$ cat config.mk
export PLATFORM = sky130hd
export DESIGN_NAME = stage_cmd_sequencer
export DESIGN_NICKNAME = d
export VERILOG_FILES = /design/src/rtl/ekf_pkg.sv /design/src/rtl/sync_fifo.sv /design/src/rtl/stage_cmd_sequencer.sv
export SDC_FILE = /design/constraint.sdc
export NUM_CORES = 1
export LEC_CHECK = 0
export CORE_UTILIZATION = 29
export CTS_BUF_LIST = sky130_fd_sc_hd__clkbuf_8 sky130_fd_sc_hd__clkbuf_16
export DETAILED_ROUTE_END_ITERATION = 10
export GPL_ROUTABILITY_DRIVEN = 0
export SLEW_MARGIN = 10
export SYNTH_ARGS = -nofsm -noshare
export SYNTH_HDL_FRONTEND = slang
export SYNTH_SLANG_ARGS = --single-unit
$ cat constraint.sdc
create_clock -name clk -period 14.8 [get_ports clk]
set_input_delay 2.22 -clock clk [delete_from_list [all_inputs] [get_ports clk]]
set_output_delay 2.22 -clock clk [all_outputs]
set_load 0.005 [all_outputs]
$ cat src/rtl/ekf_pkg.sv
// ---------------------------------------------------------------------------
// ekf_pkg
// Shared definitions for the EKF-SLAM stage command path.
//   stage_code_e  : stage codes placed on stage_val / stage_rdy
//   seq_state_e   : state encoding of the stage command sequencer FSM
//   is_legal_stage: true for the four codes the accelerator understands
// ---------------------------------------------------------------------------
package ekf_pkg;

   typedef enum logic [2:0] {
      STAGE_IDLE  = 3'd0,
      STAGE_PRD   = 3'd1,
      STAGE_NEW   = 3'd2,
      STAGE_UPD   = 3'd3,
      STAGE_ASSOC = 3'd4
   } stage_code_e;

   typedef enum logic [2:0] {
      S_IDLE  = 3'd0,
      S_ISSUE = 3'd1,
      S_WAIT  = 3'd2,
      S_DONE  = 3'd3,
      S_ERR   = 3'd4
   } seq_state_e;

   // Codes 0 and 5..7 have no stage behind them and must never reach the
   // accelerator.
   function automatic logic is_legal_stage(input logic [2:0] code);
      return (code >= STAGE_PRD) && (code <= STAGE_ASSOC);
   endfunction

endpackage

$ cat src/rtl/sync_fifo.sv
// ---------------------------------------------------------------------------
// sync_fifo
// Single-clock FIFO with a fall-through head (rd_data always shows the oldest
// entry) and an occupancy count.
//   clk, sys_rst   : rising-edge clock, synchronous active-low reset
//   flush          : empties the FIFO on the next edge
//   push, wr_data  : write request (ignored when full)
//   pop            : removes the head entry (ignored when empty)
//   rd_data        : head entry
//   count          : number of stored entries, 0..DEPTH
// ---------------------------------------------------------------------------
module sync_fifo #(
   parameter int DEPTH = 8,
   parameter int WIDTH = 8
) (
   input  logic                     clk,
   input  logic                     sys_rst,
   input  logic                     flush,
   input  logic                     push,
   input  logic [WIDTH-1:0]         wr_data,
   input  logic                     pop,
   output logic [WIDTH-1:0]         rd_data,
   output logic [$clog2(DEPTH):0]   count
);

   localparam int AW = $clog2(DEPTH);
   localparam int CW = AW + 1;

   logic [WIDTH-1:0] mem [DEPTH];
   logic [AW-1:0]    wr_ptr;
   logic [AW-1:0]    rd_ptr;
   logic             wr_en;
   logic             rd_en;

   assign wr_en   = push && (count != CW'(DEPTH));
   assign rd_en   = pop && (count != '0);
   assign rd_data = mem[rd_ptr];

   // Pointer and count bookkeeping. DEPTH is a power of two, so the pointers
   // wrap by natural overflow. A simultaneous push and pop leaves the count
   // untouched while both pointers advance.
   always_ff @(posedge clk) begin
      if (!sys_rst) begin
         wr_ptr <= '0;
         rd_ptr <= '0;
         count  <= '0;
      end else if (flush) begin
         wr_ptr <= '0;
         rd_ptr <= '0;
         count  <= '0;
      end else begin
         if (wr_en) begin
            wr_ptr <= wr_ptr + 1'b1;
         end
         if (rd_en) begin
            rd_ptr <= rd_ptr + 1'b1;
         end
         if (wr_en && !rd_en) begin
            count <= count + 1'b1;
         end else if (rd_en && !wr_en) begin
            count <= count - 1'b1;
         end
      end
   end

   // Storage array. It carries no reset; an entry is only ever read after
   // it has been written, because the count gates every pop.
   always_ff @(posedge clk) begin
      if (wr_en) begin
         mem[wr_ptr] <= wr_data;
      end
   end

endmodule

$ cat src/rtl/stage_cmd_sequencer.sv
// ---------------------------------------------------------------------------
// stage_cmd_sequencer
// Queues stage commands for the EKF-SLAM accelerator and issues them one at
// a time: a PULSE_LEN-cycle stage_val pulse with operands held stable, then a
// wait for the matching stage_rdy code, guarded by a cycle watchdog.
//   clk, sys_rst              : rising-edge clock, sync active-low reset
//   cmd_val/cmd_rdy, cmd_*    : command push interface
//   flush                     : drop queue, abort wait, clear errors
//   to_lim                    : watchdog limit in cycles, 0 disables
//   stage_val, l_k..phi       : issued stage code and held operands
//   stage_rdy                 : completion code from the accelerator
//   done, done_stage          : completion pulse and last completed code
//   busy, q_cnt               : FSM activity and queue occupancy
//   err_illegal, err_timeout  : dropped-code pulse and sticky watchdog error
// ---------------------------------------------------------------------------
module stage_cmd_sequencer
   import ekf_pkg::*;
#(
   parameter int RSA_DW    = 32,
   parameter int RSA_AW    = 17,
   parameter int ROW_LEN   = 10,
   parameter int DEPTH     = 8,
   parameter int PULSE_LEN = 2,
   parameter int TO_W      = 16
) (
   input  logic                     clk,
   input  logic                     sys_rst,
   input  logic                     cmd_val,
   output logic                     cmd_rdy,
   input  logic [2:0]               cmd_stage,
   input  logic [ROW_LEN-1:0]       cmd_l_k,
   input  logic [RSA_DW-1:0]        cmd_vlr,
   input  logic [RSA_AW-1:0]        cmd_alpha,
   input  logic [RSA_DW-1:0]        cmd_rk,
   input  logic [RSA_AW-1:0]        cmd_phi,
   input  logic                     flush,
   input  logic [TO_W-1:0]          to_lim,
   output logic [2:0]               stage_val,
   output logic [ROW_LEN-1:0]       l_k,
   output logic [RSA_DW-1:0]        vlr,
   output logic [RSA_AW-1:0]        alpha,
   output logic [RSA_DW-1:0]        rk,
   output logic [RSA_AW-1:0]        phi,
   input  logic [2:0]               stage_rdy,
   output logic                     done,
   output logic [2:0]               done_stage,
   output logic                     busy,
   output logic [$clog2(DEPTH):0]   q_cnt,
   output logic                     err_illegal,
   output logic                     err_timeout
);

   localparam int CW      = $clog2(DEPTH) + 1;
   localparam int PW      = $clog2(PULSE_LEN + 1);
   localparam int ENTRY_W = 3 + ROW_LEN + 2 * RSA_DW + 2 * RSA_AW;

   seq_state_e          state;
   seq_state_e          state_next;

   logic [ENTRY_W-1:0]  push_entry;
   logic [ENTRY_W-1:0]  head_entry;
   logic [2:0]          head_stage;
   logic [ROW_LEN-1:0]  head_l_k;
   logic [RSA_DW-1:0]   head_vlr;
   logic [RSA_AW-1:0]   head_alpha;
   logic [RSA_DW-1:0]   head_rk;
   logic [RSA_AW-1:0]   head_phi;

   logic                accept;
   logic                legal;
   logic                push;
   logic                pop;

   logic [2:0]          cur_stage;
   logic [PW-1:0]       pulse_cnt;
   logic                pulse_last;
   logic [TO_W-1:0]     wd_cnt;
   logic [TO_W-1:0]     wd_next;
   logic                wd_expire;
   logic                rdy_match;

   // cmd_rdy looks only at the stored count, so a full queue refuses a push
   // even when a pop happens in the same cycle.
   assign cmd_rdy = (q_cnt < CW'(DEPTH));
   assign accept  = cmd_val && cmd_rdy;
   assign legal   = is_legal_stage(cmd_stage);
   assign push    = accept && legal && !flush;
   assign pop     = (state == S_IDLE) && (q_cnt != '0) && !flush;
   assign busy    = (state != S_IDLE);

   assign push_entry = {cmd_stage, cmd_l_k, cmd_vlr, cmd_alpha, cmd_rk, cmd_phi};
   assign {head_stage, head_l_k, head_vlr, head_alpha, head_rk, head_phi} = head_entry;

   // wd_cnt holds the number of WAIT cycles already completed, so wd_next is
   // the ordinal of the current WAIT cycle. A match in the limit cycle wins.
   assign pulse_last = (pulse_cnt == PW'(PULSE_LEN - 1));
   assign wd_next    = wd_cnt + 1'b1;
   assign wd_expire  = (to_lim != '0) && (wd_next == to_lim);
   assign rdy_match  = (stage_rdy == cur_stage);

   sync_fifo #(
      .DEPTH   (DEPTH),
      .WIDTH   (ENTRY_W)
   ) u_fifo (
      .clk     (clk),
      .sys_rst (sys_rst),
      .flush   (flush),
      .push    (push),
      .wr_data (push_entry),
      .pop     (pop),
      .rd_data (head_entry),
      .count   (q_cnt)
   );

   // State register for the issue FSM.
   always_ff @(posedge clk) begin
      if (!sys_rst) begin
         state <= S_IDLE;
      end else begin
         state <= state_next;
      end
   end

   // Next-state logic. Flush overrides everything and returns to IDLE, which
   // is also the only way out of ERR.
   always_comb begin
      state_next = state;
      if (flush) begin
         state_next = S_IDLE;
      end else begin
         case (state)
            S_IDLE: begin
               if (q_cnt != '0) begin
                  state_next = S_ISSUE;
               end
            end
            S_ISSUE: begin
               if (pulse_last) begin
                  state_next = S_WAIT;
               end
            end
            S_WAIT: begin
               if (rdy_match) begin
                  state_next = S_DONE;
               end else if (wd_expire) begin
                  state_next = S_ERR;
               end
            end
            S_DONE: begin
               state_next = S_IDLE;
            end
            S_ERR: begin
               state_next = S_ERR;
            end
            default: begin
               state_next = S_IDLE;
            end
         endcase
      end
   end

   // Registered outputs and counters. Operands are loaded only when a head
   // entry is popped and otherwise keep their value, so the accelerator sees
   // stable inputs until the next issue. Flush clears the strobes and the
   // errors but leaves the operands and done_stage alone.
   always_ff @(posedge clk) begin
      if (!sys_rst) begin
         stage_val   <= '0;
         l_k         <= '0;
         vlr         <= '0;
         alpha       <= '0;
         rk          <= '0;
         phi         <= '0;
         cur_stage   <= '0;
         pulse_cnt   <= '0;
         wd_cnt      <= '0;
         done        <= 1'b0;
         done_stage  <= '0;
         err_illegal <= 1'b0;
         err_timeout <= 1'b0;
      end else if (flush) begin
         stage_val   <= '0;
         pulse_cnt   <= '0;
         wd_cnt      <= '0;
         done        <= 1'b0;
         err_illegal <= 1'b0;
         err_timeout <= 1'b0;
      end else begin
         done        <= 1'b0;
         err_illegal <= accept && !legal;
         case (state)
            S_IDLE: begin
               if (pop) begin
                  stage_val <= head_stage;
                  cur_stage <= head_stage;
                  l_k       <= head_l_k;
                  vlr       <= head_vlr;
                  alpha     <= head_alpha;
                  rk        <= head_rk;
                  phi       <= head_phi;
                  pulse_cnt <= '0;
               end
            end
            S_ISSUE: begin
               if (pulse_last) begin
                  stage_val <= '0;
                  wd_cnt    <= '0;
               end else begin
                  pulse_cnt <= pulse_cnt + 1'b1;
               end
            end
            S_WAIT: begin
               if (rdy_match) begin
                  done       <= 1'b1;
                  done_stage <= cur_stage;
               end else if (wd_expire) begin
                  err_timeout <= 1'b1;
               end else begin
                  wd_cnt <= wd_next;
               end
            end
            default: begin
            end
         endcase
      end
   end

endmodule

# Word-level counts from Yosys, hierarchy flattened
# Memories as Yosys holds them, arrays and structs flattened. A register that Yosys moved wholly into a read port is not among the register bits.
# Index checks and enable logic that the tools add are counted.
totals:
  input_bits: 134
  mem_count: 1
  output_inout_bits: 123
  reg_bits: 151
  ramBits: 888
classes:
  order_cmp: 3
  muxes: 22
  n_bitwise: 4
  n_reduce_logical: 32
  n_eq_ne: 14
  add_sub_neg: 6
mem_list:
  columns: ["name", "depth", "word_bits", "read_ports", "rd_clocked_by_memory_dff", "write_ports", "line_no", "source"]
  rows:
  - ["u_fifo.mem", 8, 111, 1, 1, 1, "sync_fifo.sv:29", "logic [WIDTH-1:0] mem [DEPTH];"]
op_table:
  columns: ["op", "n"]
  rows:
  - ["2-to-1 mux 16 bit", 3]
  - ["case mux 16 bit (2 select lines)", 1]
  - ["2-to-1 mux 3 bit", 8]
  - ["AND reduction 3 bit", 6]
  - ["adder 16 x 1 -> 16 bit (second input constant)", 1]
  - ["== test 16 bit", 1]
  - ["nonzero test 16 bit", 1]
  - ["logical AND 1 bit", 12]
  - ["case mux 3 bit (4 select lines)", 1]
  - ["2-to-1 mux 4 bit", 2]
  - ["inequality test 2 bit (second input constant)", 4]
  - ["adder 3 x 1 -> 3 bit (second input constant)", 2]
  - ["case mux 3 bit (2 select lines)", 1]
  - ["nonzero test 2 bit", 3]
  - ["adder 4 x 1 -> 4 bit (second input constant)", 1]
  - ["zero test 1 bit", 4]
  - ["less-than comparator 4 bit (second input constant)", 1]
  - ["2-to-1 mux 2 bit", 2]
  - ["inequality test 2 x 1 -> 1 bit (second input constant)", 2]
  - ["inequality test 4 bit (second input constant)", 1]
  - ["inverter 1 bit", 4]
  - ["case mux 2 bit (2 select lines)", 1]
  - ["AND reduction 4 bit", 1]
  - ["nonzero test 4 bit", 1]
  - ["other kinds (15)", 17]

# Depth between registers and ports, before layout
logic_depth:
  word_depth: 9
  ltp_mapped: 14
  ltp_nobuf: 12

# By module
# Synthesis repeated with hierarchy kept, for this count alone.
unflattened:
  cells_unflattened: 2087
  area_unflattened_um2: 39962.1
by_module_without_submodules:
  columns: ["module", "area_each_um2", "cells_per_inst", "seq_area_each_um2", "n_inst"]
  rows:
  - ["sync_fifo", 34160.3, 1355, 26925.8, 1]
  - ["stage_cmd_sequencer", 5801.8, 732, 2822.7, 1]

# Least setup slack after synthesis
# No wires, ideal clock.
synth_timing:
  path_type: "input-to-reg"
  startpoint: "in cmd_stage[1]"
  endpoint: "mem u_fifo.mem[0][0] (netlist bit), enable pin"
  setup_ps: 717
  path_slack_ps: 3535
  path_stages: 6
  required_time_ps: 14083
  arrival_time_ps: 10548
  cell_sequence: "nor2_1 -> xnor2_1 -> nor4bb_1 -> clkbuf_1 -> nand2b_1 -> nor3_1"
synth_via:
  elab_chain_len: 7
  elab_cells_between_ends: 8
  classes_between: "2 x order compare; 2 x mux; 4 x reduce/logical"
synth_lines:
  columns: ["item", "line_no", "source"]
  rows:
  - ["start, declared", "stage_cmd_sequencer.sv:30", "input logic [2:0] cmd_stage,"]
  - [">= comparator 3 x 1 -> 1 bit / <= comparator 3 bit (equally long branches)", "ekf_pkg.sv:29", "return (code >= STAGE_PRD) && (code <= STAGE_ASSOC);"]
  - ["logical AND 1 bit (*)", "ekf_pkg.sv:29", null]
  - ["logical AND 1 bit (*) (2 in series)", "stage_cmd_sequencer.sv:87", "assign push = accept && legal && !flush;"]
  - ["logical AND 1 bit (*)", "sync_fifo.sv:35", "assign wr_en = push && (count != CW'(DEPTH));"]
  - ["named net u_fifo.wr_en", "sync_fifo.sv:32", "logic wr_en;"]
  - ["2-to-1 mux 1 bit (*)", "sync_fifo.sv:69", "if (wr_en) begin"]
  - ["2-to-1 mux 1 bit (not written as such) (*)", "sync_fifo.sv:70", "mem[wr_ptr] <= wr_data;"]
  - ["end, declared", "sync_fifo.sv:29", null]
# The timed path passes the listed nets; every way through them passes the cells marked *.

# Worst setup path after layout
layout_timing:
  startpoint: "in cmd_stage[1]"
  endpoint: "mem u_fifo.mem[5][68] (netlist bit), enable pin"
layout_via:
  elab_chain_len: 7
  elab_cells_between_ends: 8
  classes_between: "2 x order compare; 2 x mux; 4 x reduce/logical"
layout_lines:
  columns: ["item", "line_no"]
  rows:
  - [">= comparator 3 x 1 -> 1 bit / <= comparator 3 bit (equally long branches)", "ekf_pkg.sv:29"]
  - ["logical AND 1 bit (*)", "ekf_pkg.sv:29"]
  - ["logical AND 1 bit (*) (2 in series)", "stage_cmd_sequencer.sv:87"]
  - ["logical AND 1 bit (*)", "sync_fifo.sv:35"]
  - ["2-to-1 mux 1 bit (*)", "sync_fifo.sv:69"]
  - ["2-to-1 mux 1 bit (not written as such) (*)", "sync_fifo.sv:70"]
# Every way passes the cells marked *; elsewhere a longest branch is shown, timed or not.

==> flow_metrics.py <==
metrics = {
    "status": {
        "outcome": "finished clean",
    },
    "setup_path": {
        "r2r_cells": 6,
        "cpMostUsedCell": "buf_4",
        "cp.required_ps": 15120,
        "critPathSlowestCell": "buf_4",
        "endpoint_kind": "flop",
        "cp_max_fo": 47,
        "max_stage_delay_ps": 810,
        "critPathArrivalTime_ps": 6620,
        "critical_path_class": "input pin to flop",
        "critical-path-top-delay-family": "buffers and inverters",
        "r2r_slack_ps": 10650,
        "startpoint_type": "input pin",
        "r2r_end": "u_fifo.mem[5][68]$_DFFE_PP_",
        "cp_cell_sequence": "clkdlybuf4s50_1, nor2_1, xnor2_1, nor4bb_1, buf_4, nand2_1, nor2_4, buf_4, buf_4",
        "cp.buffers_inverters": 4,
        "r2r-start": "u_fifo.count[3]$_SDFFE_PP0P_",
    },
    "power": {
        "combPwrFrac_pct": 6.9,
        "p_int_mw": 4.97,
        "switchingPower_mw": 1.41,
        "power_density_nw_per_um2": 134,
        "p_leak_nw": 14.1,
        "seqPwrFrac_pct": 51.4,
        "switching_share_pct": 22.0,
        "vdd_drop_max_v": 0.0000849,
        "clkPwrFrac_pct": 41.7,
    },
    "timing": {
        "worstMarginPinSlew_ps": 1150,
        "max_freq_mhz": 159,
        "setup_viol": 0,
        "post-route-period-util_pct": 42.5,
        "finClkSkew_ps": 47.5,
        "relSlewSlack_pct": 23.1,
        "finalSetupTns_ps": 0,
        "fin_crit_ps": 6300,
        "rsz0062_at_grt": "false",
        "finalMaxSlewViolations": 0,
        "hold_viol": 0,
        "setup_slack_ps": 8500,
    },
    "yosys": {
        "syn_area_per_cell_um2": 19.9,
        "syn_nets": 2124,
        "synth-seq-cells": 1042,
        "synth_top_area_share_pct": 67.7,
        "ys_seq_area_share_pct": 75.6,
        "synth_flop_cell": "edfxtp_1",
        "synth_top_cell_by_area": "edfxtp_1",
        "netlist_top_cells_count": "888 x edfxtp_1, 222 x mux4_2, 154 x dfxtp_1",
        "synth_edf_count": 888,
        "ys_warn_count": 0,
        "synth_cell_types": 62,
        "synth.most_common_cell": "edfxtp_1",
        "async_reset_ff_share_pct": 0,
        "syn_area_um2": 39400,
        "syn_inst": 1982,
        "synth.area.top_cells": "edfxtp_1 68%, mux4_2 13%, dfxtp_1 7.8%, mux2i_1 2.9%, a211oi_1 2.1%",
    },
    "min_path": {
        "worstHoldEndpoint": "pulse_cnt[0]$_SDFFE_PP0P_",
        "worstHoldStart": "pulse_cnt[0]$_SDFFE_PP0P_",
        "hp-class": "flop to flop",
        "min_path_cells": 2,
    },
    "detailed_routing": {
        "dr.pass1.iters": 5,
        "drt_iter0_markers": 1504,
        "viasPerCell": 4.72,
        "drc": 0,
        "antenna_left": 0,
        "vias": 19469,
        "finalWirelength_um": 90300,
        "routedWlPerCell_um": 21.9,
    },
    "global_route": {
        "grt-ovfl-total": 0,
        "grt_antenna_before_repair": 25,
        "grt_usage_pct": 13.1,
        "grt_pass1_wl_um": 134000,
        "grt_max_degree": 91,
        "grt_pass1_vias": 20487,
    },
    "finish": {
        "nNetsFinal": 2400,
        "multi_input_area_um2": 9130,
        "area_delta_synth_final_pct": 20.6,
        "fillCellCount": 12431,
        "regArea_um2": 29800,
        "drive_gt1_share_pct": 19.1,
    },
    "clocking": {
        "h-tree-depth": 3,
        "cts_tree": "yes",
        "path_clk_slew_ps": 60,
        "root_buffer": "clkbuf_16",
        "clk_latency_ps": 740,
        "cts_buffers": 111,
        "cts.path.max_buffers": 3,
        "clock-sinks": 1042,
        "cts.repair.resized": 0,
        "cts_post_setup_buffers_inserted": 0,
        "cts_hold_buf": 0,
    },
    "place": {
        "hpwl_um": 52800,
        "pre_cts_slack_ps": 7720,
        "portBuffers": 256,
    },
    "floorplan": {
        "rows": 134,
        "die_w_um": 370,
        "die-area_um2": 137000,
        "core_area_um2": 134000,
        "io_pins": 257,
        "start_util_pct": 29.4,
        "dieHeight_um": 370,
    },
    "job": {
        "cap_viol_max_count": 0,
    },
}
flip-flops by register name (all words and copies together) (netlist names), 2 cells and up, named ones only:
register and cells:
u_fifo.count 4, u_fifo.wr_ptr 3, wd_cnt 16, u_fifo.mem 888, phi 17, cur_stage 3
stage_val 3, state 3, l_k 10, vlr 32, alpha 17, pulse_cnt 2
rk 32, done_stage 3, u_fifo.rd_ptr 3
stage by stage:
step | utilization (%) | total power, mW | std cells | hold slack [ps] | instance area, um^2
2_1_floorplan | - | 3.57 | 1982 | 454 | 39400
3_3_place_gp | 32.8 | 3.78 | 3913 | 467 | 43900
3_5_place_dp | 32.8 | 3.79 | 3913 | 465 | 43900
4_1_cts | 35.4 | 6.46 | 4122 | 482 | 47500
5_1_grt | 35.4 | 6.61 | 4122 | 496 | 47500
6_report | 35.4 | 6.38 | 4125 | 478 | 47500
routing by layer:
metal / global-route usage [%] / vias to the layer above / routed length, um
met3: 3.31 / 131 / 5490
met4: 3.90 / 30 / 1680
met2: 21.1 / 476 / 42800
met1: 17.5 / 10136 / 40100
met5: 0 / - / 194
li1: - / 8696 / -
worst max-delay path by stage:
stage,slack [ps],depth (start not counted),endpoint,from
after floorplan,3530,6,u_fifo.mem[0][0]$_DFFE_PP_,cmd_stage[1]
after global placement,7740,9,u_fifo.mem[5][14]$_DFFE_PP_,cmd_stage[1]
after detailed placement,7720,9,u_fifo.mem[5][24]$_DFFE_PP_,cmd_stage[1]
after CTS,8450,9,u_fifo.mem[5][68]$_DFFE_PP_,cmd_stage[1]
after global routing,8290,9,u_fifo.mem[5][68]$_DFFE_PP_,cmd_stage[1]
final,8500,9,u_fifo.mem[5][68]$_DFFE_PP_,cmd_stage[1]
worst reg2reg max path, stage by stage, from the launching register on:
cell	delay (ps)
dfxtp_1	380
nor4bb_1	440
buf_4	260
nand2_1	230
nor2_4	800
buf_4	760
buf_4	860
layout make-up:
class / instances / share of cell area (%)
Tap cell: 1768 / 4.66
Antenna cell: 3 / 0.0158
Clock buffer: 116 / 5.99
Timing Repair Buffer: 288 / 5.90
Sequential cell: 1042 / 62.7
Multi-Input combinational cell: 808 / 19.2
Inverter: 7 / 0.0659
Clock inverter: 93 / 1.47
logic make-up (layout without fill, tap and decap cells):
family	count (synthesis)	in the layout	synth area share [%]
AND/OR/NAND/NOR	243	243	2.91
buffers and inverters	132	504	1.42
XOR/XNOR	31	31	0.690
multiplexers	340	340	15.7
adder cells (fa/ha/maj)	8	8	0.273
flip-flops	1042	1042	75.6
other	0	3	0
AO/OA/AOI/OAI	186	186	3.44
layout by cell type, fill, tap and decap left out, types with 27 or more instances in the layout:
cell type / n
nor2_1: 133
a21oi_1: 28
clkbuf_16: 111
edfxtp_1: 888
dfxtp_1: 151
buf_4: 32
mux2i_1: 115
clkdlybuf4s50_1: 256
a211oi_1: 110
mux4_2: 222
inv_1: 27
power groups by stage:
stage | registers [mW] | clock network, mW | logic [mW]
2_1_floorplan | 3.34 | 0 | 0.232
3_3_place_gp | 3.34 | 0 | 0.442
3_5_place_dp | 3.34 | 0 | 0.450
4_1_cts | 3.28 | 2.73 | 0.453
5_1_grt | 3.28 | 2.84 | 0.483
6_report | 3.28 | 2.66 | 0.442
Note: power is estimated with default switching activity, not from simulation.
